**config.mk**
```make
export PLATFORM = sky130hd
export DESIGN_NAME = add_seq_ctrl
export DESIGN_NICKNAME = d
export VERILOG_FILES = /design/src/rtl/add_seq_ctrl.sv
export SDC_FILE = /design/constraint.sdc
export NUM_CORES = 1
export LEC_CHECK = 0
export CORE_UTILIZATION = 45
export CTS_CLUSTER_SIZE = 12
export DETAILED_ROUTE_END_ITERATION = 12
export PLACE_DENSITY = 0.87
export SYNTH_ARGS = -nofsm -noshare
export SYNTH_HDL_FRONTEND = slang
export SYNTH_SLANG_ARGS = --single-unit
```
**constraint.sdc**
```tcl
create_clock -name clk_i -period 2.93 [get_ports clk_i]
set_clock_uncertainty 0.1 [all_clocks]
set_input_delay 0.4395 -clock clk_i [delete_from_list [all_inputs] [get_ports clk_i]]
set_output_delay 0.4395 -clock clk_i [all_outputs]
set_load 0.01 [all_outputs]
```
**src/rtl/add_seq_ctrl.sv**
```systemverilog
// add_seq_ctrl: multi-cycle W-bit adder that reuses one SLICE_W-bit ripple-carry slice, LSB slice first
//
// Optional feature macro: ADDSEQ_SUB_EN (adds sub_i; subtract computes A + ~B + 1)
//
// Ports:
//   clk_i          rising-edge clock
//   rst_ni         asynchronous active-low reset
//   start_valid_i  requester presents operands
//   start_ready_o  block accepts an operation (IDLE only)
//   a_i, b_i       W-bit operands
//   c_in_i         carry into the LSB slice
//   sub_i          subtract request (ADDSEQ_SUB_EN only)
//   busy_o         operation in progress or result pending
//   done_valid_o   sum_o/c_out_o/ovf_o are valid
//   done_ready_i   consumer takes the result
//   sum_o          W-bit result
//   c_out_o        unsigned carry out of the MSB slice
//   ovf_o          two's-complement overflow
module add_seq_ctrl #(
  parameter int SLICE_W = 4,
  parameter int SLICES  = 4
) (
  input  logic                       clk_i,
  input  logic                       rst_ni,
  input  logic                       start_valid_i,
  output logic                       start_ready_o,
  input  logic [SLICE_W*SLICES-1:0]  a_i,
  input  logic [SLICE_W*SLICES-1:0]  b_i,
  input  logic                       c_in_i,
`ifdef ADDSEQ_SUB_EN
  input  logic                       sub_i,
`endif
  output logic                       busy_o,
  output logic                       done_valid_o,
  input  logic                       done_ready_i,
  output logic [SLICE_W*SLICES-1:0]  sum_o,
  output logic                       c_out_o,
  output logic                       ovf_o
);
  localparam int W  = SLICE_W * SLICES;
  localparam int IW = (SLICES > 1) ? $clog2(SLICES) : 1;
  typedef enum logic [1:0] {IDLE, RUN, DONE} state_t;
  state_t             state_q, state_d;
  logic [IW-1:0]      idx_q, idx_d;
  logic [W-1:0]       a_q, a_d, b_q, b_d, sum_q, sum_d;
  logic               carry_q, carry_d, c_out_q, c_out_d, ovf_q, ovf_d;
  logic [SLICE_W-1:0] s_sum;
  logic               s_cout;
  logic               last;
  // The one shared slice; the zero-extended add yields its carry-out in the top bit.
  assign {s_cout, s_sum} = {1'b0, a_q[idx_q*SLICE_W +: SLICE_W]}
                         + {1'b0, b_q[idx_q*SLICE_W +: SLICE_W]}
                         + {{SLICE_W{1'b0}}, carry_q};
  assign last = (idx_q == IW'(SLICES - 1));
  always_comb begin
    state_d = state_q;
    idx_d   = idx_q;
    a_d     = a_q;
    b_d     = b_q;
    carry_d = carry_q;
    sum_d   = sum_q;
    c_out_d = c_out_q;
    ovf_d   = ovf_q;
    case (state_q)
      IDLE: if (start_valid_i) begin
        a_d     = a_i;
`ifdef ADDSEQ_SUB_EN
        b_d     = sub_i ? ~b_i : b_i;
        carry_d = sub_i ? 1'b1 : c_in_i;
`else
        b_d     = b_i;
        carry_d = c_in_i;
`endif
        idx_d   = '0;
        sum_d   = '0;
        state_d = RUN;
      end
      RUN: begin
        sum_d[idx_q*SLICE_W +: SLICE_W] = s_sum;
        carry_d = s_cout;
        if (last) begin
          // Overflow = carry into MSB (recovered as a^b^sum) xor carry out of MSB.
          c_out_d = s_cout;
          ovf_d   = a_q[W-1] ^ b_q[W-1] ^ s_sum[SLICE_W-1] ^ s_cout;
          state_d = DONE;
        end else begin
          idx_d = idx_q + 1'b1;
        end
      end
      DONE: if (done_ready_i) state_d = IDLE;
      default: state_d = IDLE;
    endcase
  end
  always_ff @(posedge clk_i or negedge rst_ni) begin
    if (!rst_ni) begin
      state_q <= IDLE;
      idx_q   <= '0;
      a_q     <= '0;
      b_q     <= '0;
      carry_q <= 1'b0;
      sum_q   <= '0;
      c_out_q <= 1'b0;
      ovf_q   <= 1'b0;
    end else begin
      state_q <= state_d;
      idx_q   <= idx_d;
      a_q     <= a_d;
      b_q     <= b_d;
      carry_q <= carry_d;
      sum_q   <= sum_d;
      c_out_q <= c_out_d;
      ovf_q   <= ovf_d;
    end
  end
  assign start_ready_o = (state_q == IDLE);
  assign busy_o        = (state_q != IDLE);
  assign done_valid_o  = (state_q == DONE);
  assign sum_o         = sum_q;
  assign c_out_o       = c_out_q;
  assign ovf_o         = ovf_q;
endmodule
```
Word-level counts from Yosys, hierarchy flattened

Cells that the tools add are included.

Register bits after elaboration: 55
Bits of input ports: 37
Output and inout port bits: 21
Logic and storage cells: 46

Add/sub/neg operators: 4
Equality and inequality tests: 7
Shift-type cells: 4
Mux-type cells: 12
Bitwise logic cells: 3
Reductions and logical operators: 8

Operator list:

| operator                  | count |
|---|---|
| $neg A4 Y34               | 1 |
| $shift A4 B34 Y16 const A | 1 |
| $shiftx A4 B34 Y16        | 1 |
| $pmux W16 S2              | 1 |
| $shiftx A16 B5 Y4         | 2 |
| $bwmux W16                | 1 |
| $mux W16                  | 1 |
| $mux W2                   | 5 |
| $ne A2 B2 Y1 const B      | 3 |
| $pmux W2 S3               | 1 |
| $reduce_and A2 Y1         | 3 |
| $reduce_and A3 Y1         | 2 |
| $add A4 B4 Y5             | 1 |
| $add A5 B1 Y5             | 1 |
| $eq A2 B2 Y1 const B      | 2 |
| $pmux W2 S2               | 1 |
| $reduce_bool A2 Y1        | 2 |
| $xor A1 B1 Y1             | 3 |
| $add A2 B1 Y2 const B     | 1 |
| $eq A2 B1 Y1 const B      | 1 |
| $logic_not A2 Y1          | 1 |
| $ne A2 B1 Y1 const B      | 1 |
| $pmux W1 S2               | 1 |
| $mux W1                   | 1 |

Logic depth before layout (Yosys ltp)

Gate-level depths: netlist (run 1).

Depth in word-level cells: 6
Depth in mapped cells: 8
Gate-level depth less buffers: 7

Worst setup path after synthesis (run 1)

Ideal clock, no wire load.

Kind: reg-to-reg
From: register idx_q[0]
To: register ovf_q (netlist: ovf_o)
Library setup time: 0.095 ns
Arrival time: 2.821 ns
Required time: 2.735 ns
Path slack: -0.087 ns
Stages on the path, launching flop included: 9
Buffers on the path: 1
Period minus slack after synthesis: 3.017 ns
Cells stage by stage: dfrtp_1 > buf_2 > mux4_2 > fa_1 > fa_1 > a21o_1 > a211oi_1 > a211oi_1 > o31ai_1

Longest elaborated chain between the ends: 5
Elaborated cells between the ends (all ways): 8
Those cells by class: 2 x add/sub; 1 x eq/ne; 2 x shift; 2 x bitwise; 1 x reduce/logical

RTL lines:

| what                                        | RTL line | RTL |
|---|---|---|
| start, declared                             | 44       | `logic [IW-1:0] idx_q, idx_d;` |
| start signal, assigned                      | 106      | `idx_q <= idx_d;` |
| $shiftx A16 B5 Y4, on equally long branches | 51, 52   |  |
| $add A4 B4 Y5                               | 52       | `+ {1'b0, b_q[idx_q*SLICE_W +: SLICE_W]}` |
| $add A5 B1 Y5                               | 53       | `+ {{SLICE_W{1'b0}}, carry_q};` |
| $xor A1 B1 Y1 (2 in a row)                  | 84       | `ovf_d = a_q[W-1] ^ b_q[W-1] ^ s_sum[SLICE_W-1] ^ s_cout;` |
| end signal, assigned                        | 112      | `ovf_q <= ovf_d;` |
| end, declared                               | 46       | `logic carry_q, carry_d, c_out_q, c_out_d, ovf_q, ovf_d;` |

Parallel ways exist; a longest one is shown, timed or not.
A chain may end at the register's enable or synchronous reset.

Worst setup path in the final report (run 1)

Ends and elaborated chain as after synthesis.

==> results.txt, run 1 <==
The starting utilization of the core area was 47.1%. The number of vias per cell came out at 5.47. Timing would allow up to 0.358 GHz. Summed over all cells, the static leakage comes to 1.44 nW. The logs give 2610 um^2 for the area of the mapped netlist and 0 for the leftover overflow at the end of global routing.

Among all flip-flop cells after synthesis, the most frequent one is dfrtp_1. For the pin with the worst max-slew slack, the measured transition is 0.662 ns. The number of cells produced by synthesis was 185. The setup violation total in the final timing report came out at 0. The tree is rooted in a clkbuf_8. The synthesized design contains 0 enable-type register cells. Data arrives at the worst endpoint at 2.89 ns. Compared with the post-synthesis result, the final layout area differs by 28.1%. Ranked by instance count, the synthesized netlist is headed by 55 x dfrtp_1, 30 x mux2_2, 19 x a22o_1.

The count of buffers added on input and output ports is 57. Setup repair after global routing left no endpoint under its margin. For this run, the slowest stage of the critical path takes 0.53 ns. The element type at the critical path end is a flop. The run gives 0 as the hold violation count in the final report. For this design, the slowest cell found on the critical path is mux4_2.

The violation count after the first detailed-route iteration came out at 100. At the end of routability-driven placement, the weighted congestion stood at 0.814. Sorting the synthesized cells by area gives the leading types as dfrtp_1 53%, mux2_2 13%, mux4_2 6.9%, a22o_1 6.4%, ha_1 3.4%. The final-report max-slew violation count came out at 0.

Measured against its own limit, the worst slew margin works out to 55.9%. The biggest area consumer among synthesized cells was dfrtp_1. Dividing the detail-routed wire length by the instance count gives 16.1 um.

The async set-or-reset flop fraction in the synthesized netlist was 100%. H-tree level count: 2. The number of vias in the routed layout came out at 1,749. The die is 78.1 um tall.

The tools report the number of max-cap violations as 0. The hold buffer count at cts was 0. The tools report the element type at the critical path start as a flop. The detail route stage leaves a number of antenna-violating nets equal to 0. The clock passes through at most 2 buffers. The post-detailed-placement half-perimeter wirelength came out at 3.82 mm.

Cell repeated most along the worst path: fa_1. The initial antenna violation count came out at 0. Counting every net in the synthesized netlist gives 231.

The later pin in the worst-skew pair is clocked with a latency of 0.31 ns. The number of buffer and inverter stages on the critical path is 0, and the average instance area after synthesis is 14.1 um^2. In this run, CTS created clock tree buffers numbering 5. The repair_antennas step left the layout with diodes totalling 0. The logs give 5.14 mm for the wire length after detailed routing and 0 for the buffer count from post-CTS setup fixing. Most used standard cell by instance count after synthesis: dfrtp_1.

In the final timing run, aggregate negative setup slack is 0 ns. In this run, placement finished with an instance count of 312. The first global-routing pass estimated 8.69 mm of wire. The number of gates given a new drive strength after cts was 0.

For the pin count of the biggest net entering global routing, the log shows 56. The netlist uses 37 different library cells. For this run, the number of standard cells in the final layout without fillers is 320.

The critical path goes through mux4_2 > fa_1 > fa_1 > a21o_1 > a211oi_2 > o211a_1 > o31ai_1. Across every metal layer, demand over resource in global routing totals 18.8%. The worst voltage drop across the vdd grid is 0.809 mV. The number of global-route vias before repair is 1,776. The number of core rows was 27.

Number of clock sinks: 55. The layout has 446 filler cells. The total I/O pin count was 58; the area fraction of the dominant cell type after synthesis was 52.8%. The yosys synthesis warning count came out at 0.

The path class of the tightest hold or removal check is input port to async pin. The run finished with clean final reports. First-pass iteration count of the detailed router: 4. The worst setup path is of the flop to flop kind.

In this design, the largest share of critical-path delay is due to adder cells. The logs give 5540 um^2 for the total core area and 0.13 ns for the worst-case register-to-register setup slack. The ratio of final minimum period to clock period was 95.4%.

In the routed design, unresolved DRC markers number 0. The die area is 6100 um^2, and the register bit total from synthesis is 55. For the finished layout, the period the worst path requires is 2.80 ns. For the final total power, the log shows 4.07 mW. The share of the Yosys chip area taken by registers is 52.8%. The data required time at the worst endpoint is 3.02 ns, and the total power density per cell area is 1220 nW/um^2. TritonCTS built the clock tree. The number of nets in the finished design is 293. Largest driver fanout on the critical path: 4. The clock slew at the register clock pins of the worst setup and hold paths is 0.09 ns, and the fraction of layout cells with a size suffix above 1 is 23.0%. Measured along the x axis, the die boundary spans 78.1 um.
per-layer routing:
metal  track usage (%)  vias to the layer above  part of all wire, %  wire length (um)
li1                  -                      815                    -                 -
met1              24.7                      867                   44              2270
met2              31.0                       56                   50              2570
met3              3.95                       11                  4.0               204
met4              6.67                        0                  1.7                89
met5                 0                        -                    0                 0
layout by cell type, fill, tap and decap left out, types with 2 or more instances in the layout:
master           count
mux2_2              30
nor2_1               2
clkdlybuf4s50_1     56
a22o_1              19
nand2_1             10
dfrtp_1             54
clkbuf_8             5
o21ai_0              3
mux2_1               3
nand2b_1             4
buf_4                6
ha_1                 7
clkbuf_1             2
mux4_2               8
fa_1                 2
and4_1               2
inv_1                3
a21oi_1              3
nor2b_1              2
a21o_1               6
flip-flops by register name (all words and copies together) (netlist names):
signal	cells
carry_q	1
b_q	16
ovf_o	1
idx_q	2
state_q	2
a_q	16
sum_o	16
c_out_o	1
cell families after synthesis:
group                    share of synthesized area [%]
buffers and inverters                             2.88
flip-flops                                        52.8
multiplexers                                      21.2
adder cells (fa/ha/maj)                           4.89
AND/OR/NAND/NOR                                   6.19
AO/OA/AOI/OAI                                     11.4
XOR/XNOR                                         0.672
per-stage QoR:
stage	setup WS (ns)	hold WS, ns	area, um^2	utilization, %
floorplan	0.0250	0.0439	2610	-
global placement	0.139	0.367	3250	58.6
detailed placement	0.0879	0.375	3250	58.6
CTS	0.0166	0.169	3330	60.2
global route	0.00123	0.183	3340	60.3
finish	0.133	0.142	3340	60.3
worst reg2reg max path, delay by kind of cell (launching register included):
family,cells,cell delay (ns)
fa+ha+maj,2,0.87
compound gates,4,0.78
mux,1,0.53
flops,1,0.42
where the power goes:
part,internal [mW],switching [mW],total (mW)
combinational,1.20,1.14,2.34
clock,0.173,0.237,0.410
sequential,1.09,0.225,1.32
total,2.46,1.61,4.07
layout make-up:
| class | instances | area [um^2] | share of cell area, % |
|---|---|---|---|
| clock buffer | 7 | 76.3 | 2.29 |
| timing repair buffer | 63 | 611 | 18.3 |
| multi-input combinational | 118 | 1160 | 34.8 |
| tap | 72 | 90.1 | 2.70 |
| inverter | 4 | 15.0 | 0.450 |
| sequential | 55 | 1380 | 41.3 |
| clock inverter | 1 | 8.76 | 0.262 |
path summary, 6_finish.rpt:
kind                               start         end  cells after the start
worst max-delay path            idx_q[0]       ovf_o                      7
worst min-delay path              rst_ni  state_q[1]                      2
worst max register to register  idx_q[0]       ovf_o                      7
worst min register to register   c_out_o     c_out_o                      2
max in group asynchronous         rst_ni    idx_q[0]                      2
min in group clk_i               c_out_o     c_out_o                      2
Note: power is estimated with default switching activity, not from simulation.
==> run 2: changes to the inputs <==
--- a/config.mk
+++ b/config.mk
@@ -5,9 +5,11 @@
 export SDC_FILE = /design/constraint.sdc
 export NUM_CORES = 1
 export LEC_CHECK = 0
+export CORE_MARGIN = 2
 export CORE_UTILIZATION = 45
 export CTS_CLUSTER_SIZE = 12
 export DETAILED_ROUTE_END_ITERATION = 12
+export HOLD_SLACK_MARGIN = 0.1
 export PLACE_DENSITY = 0.87
 export SYNTH_ARGS = -nofsm -noshare
 export SYNTH_HDL_FRONTEND = slang
==> run 2 against run 1 <==
Critical path depth did not move. Cell area rose by 0.94%. Hold slack improved by 0.25 ns. Non-clock buffer count rose by 1. Flip-flop and latch count did not move. Final cell count did not move. Clock power rose by 22%. Utilization rose by 0.56 points. First-iteration DRC count rose by 35%. Maximum frequency rose by 1.1%. Worst setup slack improved by 0.031 ns.
==> results.txt, run 2 (synthesized netlist as in run 1, its figures left out) <==
The total core area came out at 5540 um^2 (unchanged). The cell area after layout is 3370 um^2 (was 3340 um^2). Critical-path cell list: mux4_2 > fa_1 > fa_1 > a21o_1 > a211oi_2 > a211oi_1 > o31ai_1 (was mux4_2 > fa_1 > fa_1 > a21o_1 > a211oi_2 > o211a_1 > o31ai_1).

Cell at the slowest stage of the critical path: mux4_2 (unchanged). The path type of the worst min-delay path is flop to flop (was input port to async pin). The logs give 58 (unchanged) for the total I/O pin count and 1160 um^2 (unchanged) for the multi-input combinational cell area.

The worst setup path category was flop to flop (unchanged). Headroom to the max-slew limit: 62.9% (was 55.9%). The tools report the insertion delay to the later sink of the worst-skew pair as 0.31 ns (about the same). The ratio of final minimum period to clock period is 94.4% (was 95.4%). The overall global routing resource usage is 17.7% (was 18.8%). Setup violation total in the final timing report: 0 (unchanged). The tools report the element type at the critical path end as a flop (unchanged).

The footprint of the flip-flops and latches is 1380 um^2 (unchanged). Starting utilization of the core area: 47.1% (unchanged). The wire length after detailed routing was 5.19 mm (was 5.14 mm). Final setup slack of the worst path: 0.165 ns (was 0.133 ns).

The clock slew at the register clock pins of the worst setup and hold paths was 0.10 ns (was 0.09 ns); the largest driver fanout on the critical path was 4 (unchanged). The post-placement setup slack was 0.0750 ns (was 0.0879 ns). The tools report the number of max-cap violations as 0 (unchanged). The endpoint arrival time on the critical path is 2.90 ns (was 2.89 ns), and the fraction of layout cells with a size suffix above 1 is 23.4% (was 23.0%). For the worst voltage drop across the vdd grid, the log shows 0.672 mV (was 0.809 mV). The run finished with clean final reports. The worst hold-check slack was 0.395 ns (was 0.142 ns); the H-tree level count was 2 (unchanged). The number of vias per cell is 5.42 (was 5.47). The element type at the critical path start was a flop (unchanged). The depth of the most critical reg-to-reg path is 7 (unchanged), and the clock network power share is 12.1% (was 10.1%). Gate family responsible for the most delay along the worst path: adder cells (unchanged). The initial antenna violation count is 0 (unchanged). The power share of the combinational group is 55.8% (was 57.5%).

The tools report the count of filler cells inserted in the layout as 471 (was 446). The shortest clock period the worst path allows after layout was 2.77 ns (was 2.80 ns); the transition time at the pin with the least slew margin was 0.557 ns (was 0.662 ns). The final-report max-slew violation count is 0 (unchanged).

Commonest cells after routing, fill and taps aside: 56 x clkdlybuf4s50_1, 54 x dfrtp_1, 30 x mux2_2 (unchanged). Most frequent standard cell in the layout excluding fill and tap cells: clkdlybuf4s50_1 (unchanged). The number of gates on the worst path with buffers counted works out to 7 (unchanged). The switching power summed over all nets was 1.59 mW (was 1.61 mW); the leftover overflow at the end of global routing was 0 (unchanged). For the post-detailed-placement half-perimeter wirelength, the log shows 3.93 mm (was 3.82 mm). The number of core rows was 27 (unchanged). The number of buffers added by the clock tree synthesis step was 5 (unchanged).

The first-pass iteration count of the detailed router was 4 (unchanged); the total power density per cell area was 1230 nW/um^2 (was 1220 nW/um^2). For the antenna diode instance count, the log shows 0 (unchanged). The die extent in x was 80.1 um (was 78.1 um). The maximum number of buffers from clock root to sink came out at 2 (unchanged). The number of buffer and inverter stages on the critical path works out to 0 (unchanged). The highest achievable clock rate is 0.362 GHz (was 0.358 GHz). For the violation count after the first detailed-route iteration, the log shows 135 (was 100). The hold violation count in the final report is 0 (unchanged), and the die area is 6420 um^2 (was 6100 um^2). Setup repair after global routing left no endpoint under its margin.

The logs give 32.1% (was 32.4%) for the sequential group share of total power and 0 (unchanged) for the antenna violation net count after detailed routing. The per-cell routed wire length came out at 16.2 um (was 16.1 um). The worst hold path depth is 1. The total of buffers placed on input and output ports is 57 (unchanged), and the switching portion of total power is 38.3% (was 39.5%). For the cell-internal power, the log shows 2.55 mW (was 2.46 mW). TritonCTS built the clock tree. The height of the chip was 80.1 um (was 78.1 um).

The logs give 8.47 mm (was 8.69 mm) for the wire length of the first global-routing pass and 0.813 (was 0.814) for the global placer's final weighted congestion. The number of DRC violations after detailed routing was 0 (unchanged). The area growth from synthesis to layout is 29.3% (was 28.1%), and the cell area reported after detailed placement is 3250 um^2 (unchanged). The tools report the number of vias in the routed layout as 1,733 (was 1,749). The leakage power was 1.45 nW (was 1.44 nW).

The cell repeated most along the worst path is fa_1 (unchanged). For the number of clock sinks, the log shows 55 (unchanged). Data required time at the worst endpoint: 3.06 ns (was 3.02 ns). The clock tree root driver cell is clkbuf_8 (unchanged). The tools report the setup TNS as 0 ns (unchanged). For the number of nets in the finished design, the log shows 294 (was 293). The pin count of the biggest net entering global routing is 35 (was 56). The delay of the slowest cell on the worst path came out at 0.52 ns (was 0.53 ns). Number of global-route vias before repair: 1,791 (was 1,776).
==> run 2: worst reg2reg max path, delay by kind of cell, from the launching register on <==
family | cells | cell delay [ns]
compound gates | 4 | 0.79
fa+ha+maj | 2 | 0.85
mux | 1 | 0.52
flops | 1 | 0.42
==> run 2: metal layers <==
metal  GRT usage [%]  vias up  share of wire, %
met4            8.31        0               2.6
li1                -      813                 -
met3            5.06       14               5.4
met1            22.7      848                44
met2            27.9       58                48
met5               0        -                 0
==> run 2: stage by stage <==
| step | utilization, % | instances | total power, mW |
|---|---|---|---|
| 5_1_grt | 60.8 | 320 | 4.43 |
| 2_1_floorplan | - | 185 | 2.92 |
| 6_report | 60.8 | 320 | 4.14 |
| 3_5_place_dp | 58.6 | 312 | 3.60 |
| 4_1_cts | 60.7 | 320 | 4.12 |
| 3_3_place_gp | 58.6 | 312 | 3.50 |
==> run 2: worst paths after layout <==
check                      startpoint  endpoint  slack [ns]
max in group asynchronous      rst_ni  idx_q[0]        1.38
hold / removal                 a_q[5]    a_q[5]        0.40
hold reg to reg                a_q[5]    a_q[5]        0.40
min in group asynchronous      rst_ni  sum_o[9]        0.53
setup / recovery             idx_q[0]     ovf_o        0.16
setup reg to reg             idx_q[0]     ovf_o        0.16
==> run 2: final cells by class <==
type / count / share of cell area [%]
multi-input cells: 118 / 34.4
inverters: 4 / 0.445
repair buffers: 64 / 18.4
well taps: 72 / 2.67
clock inverters: 2 / 1.11
flip-flops and latches: 55 / 40.9
clock buffers: 5 / 2.04
==> run 2: what timing repair did <==
item                       CTS  global route
resized for setup            0             2
hold buffers                 1             0
setup buffers                0             0
setup endpoints to repair    0             1
hold endpoints to repair    24             0
==> run 2: power by group through the flow <==
stage	clock [mW]	sequential, mW	combinational [mW]
after global placement	0	1.32	2.18
final	0.500	1.33	2.31
after detailed placement	0	1.35	2.25
after floorplan	0	1.27	1.65
after CTS	0.508	1.33	2.28
after global routing	0.544	1.37	2.51
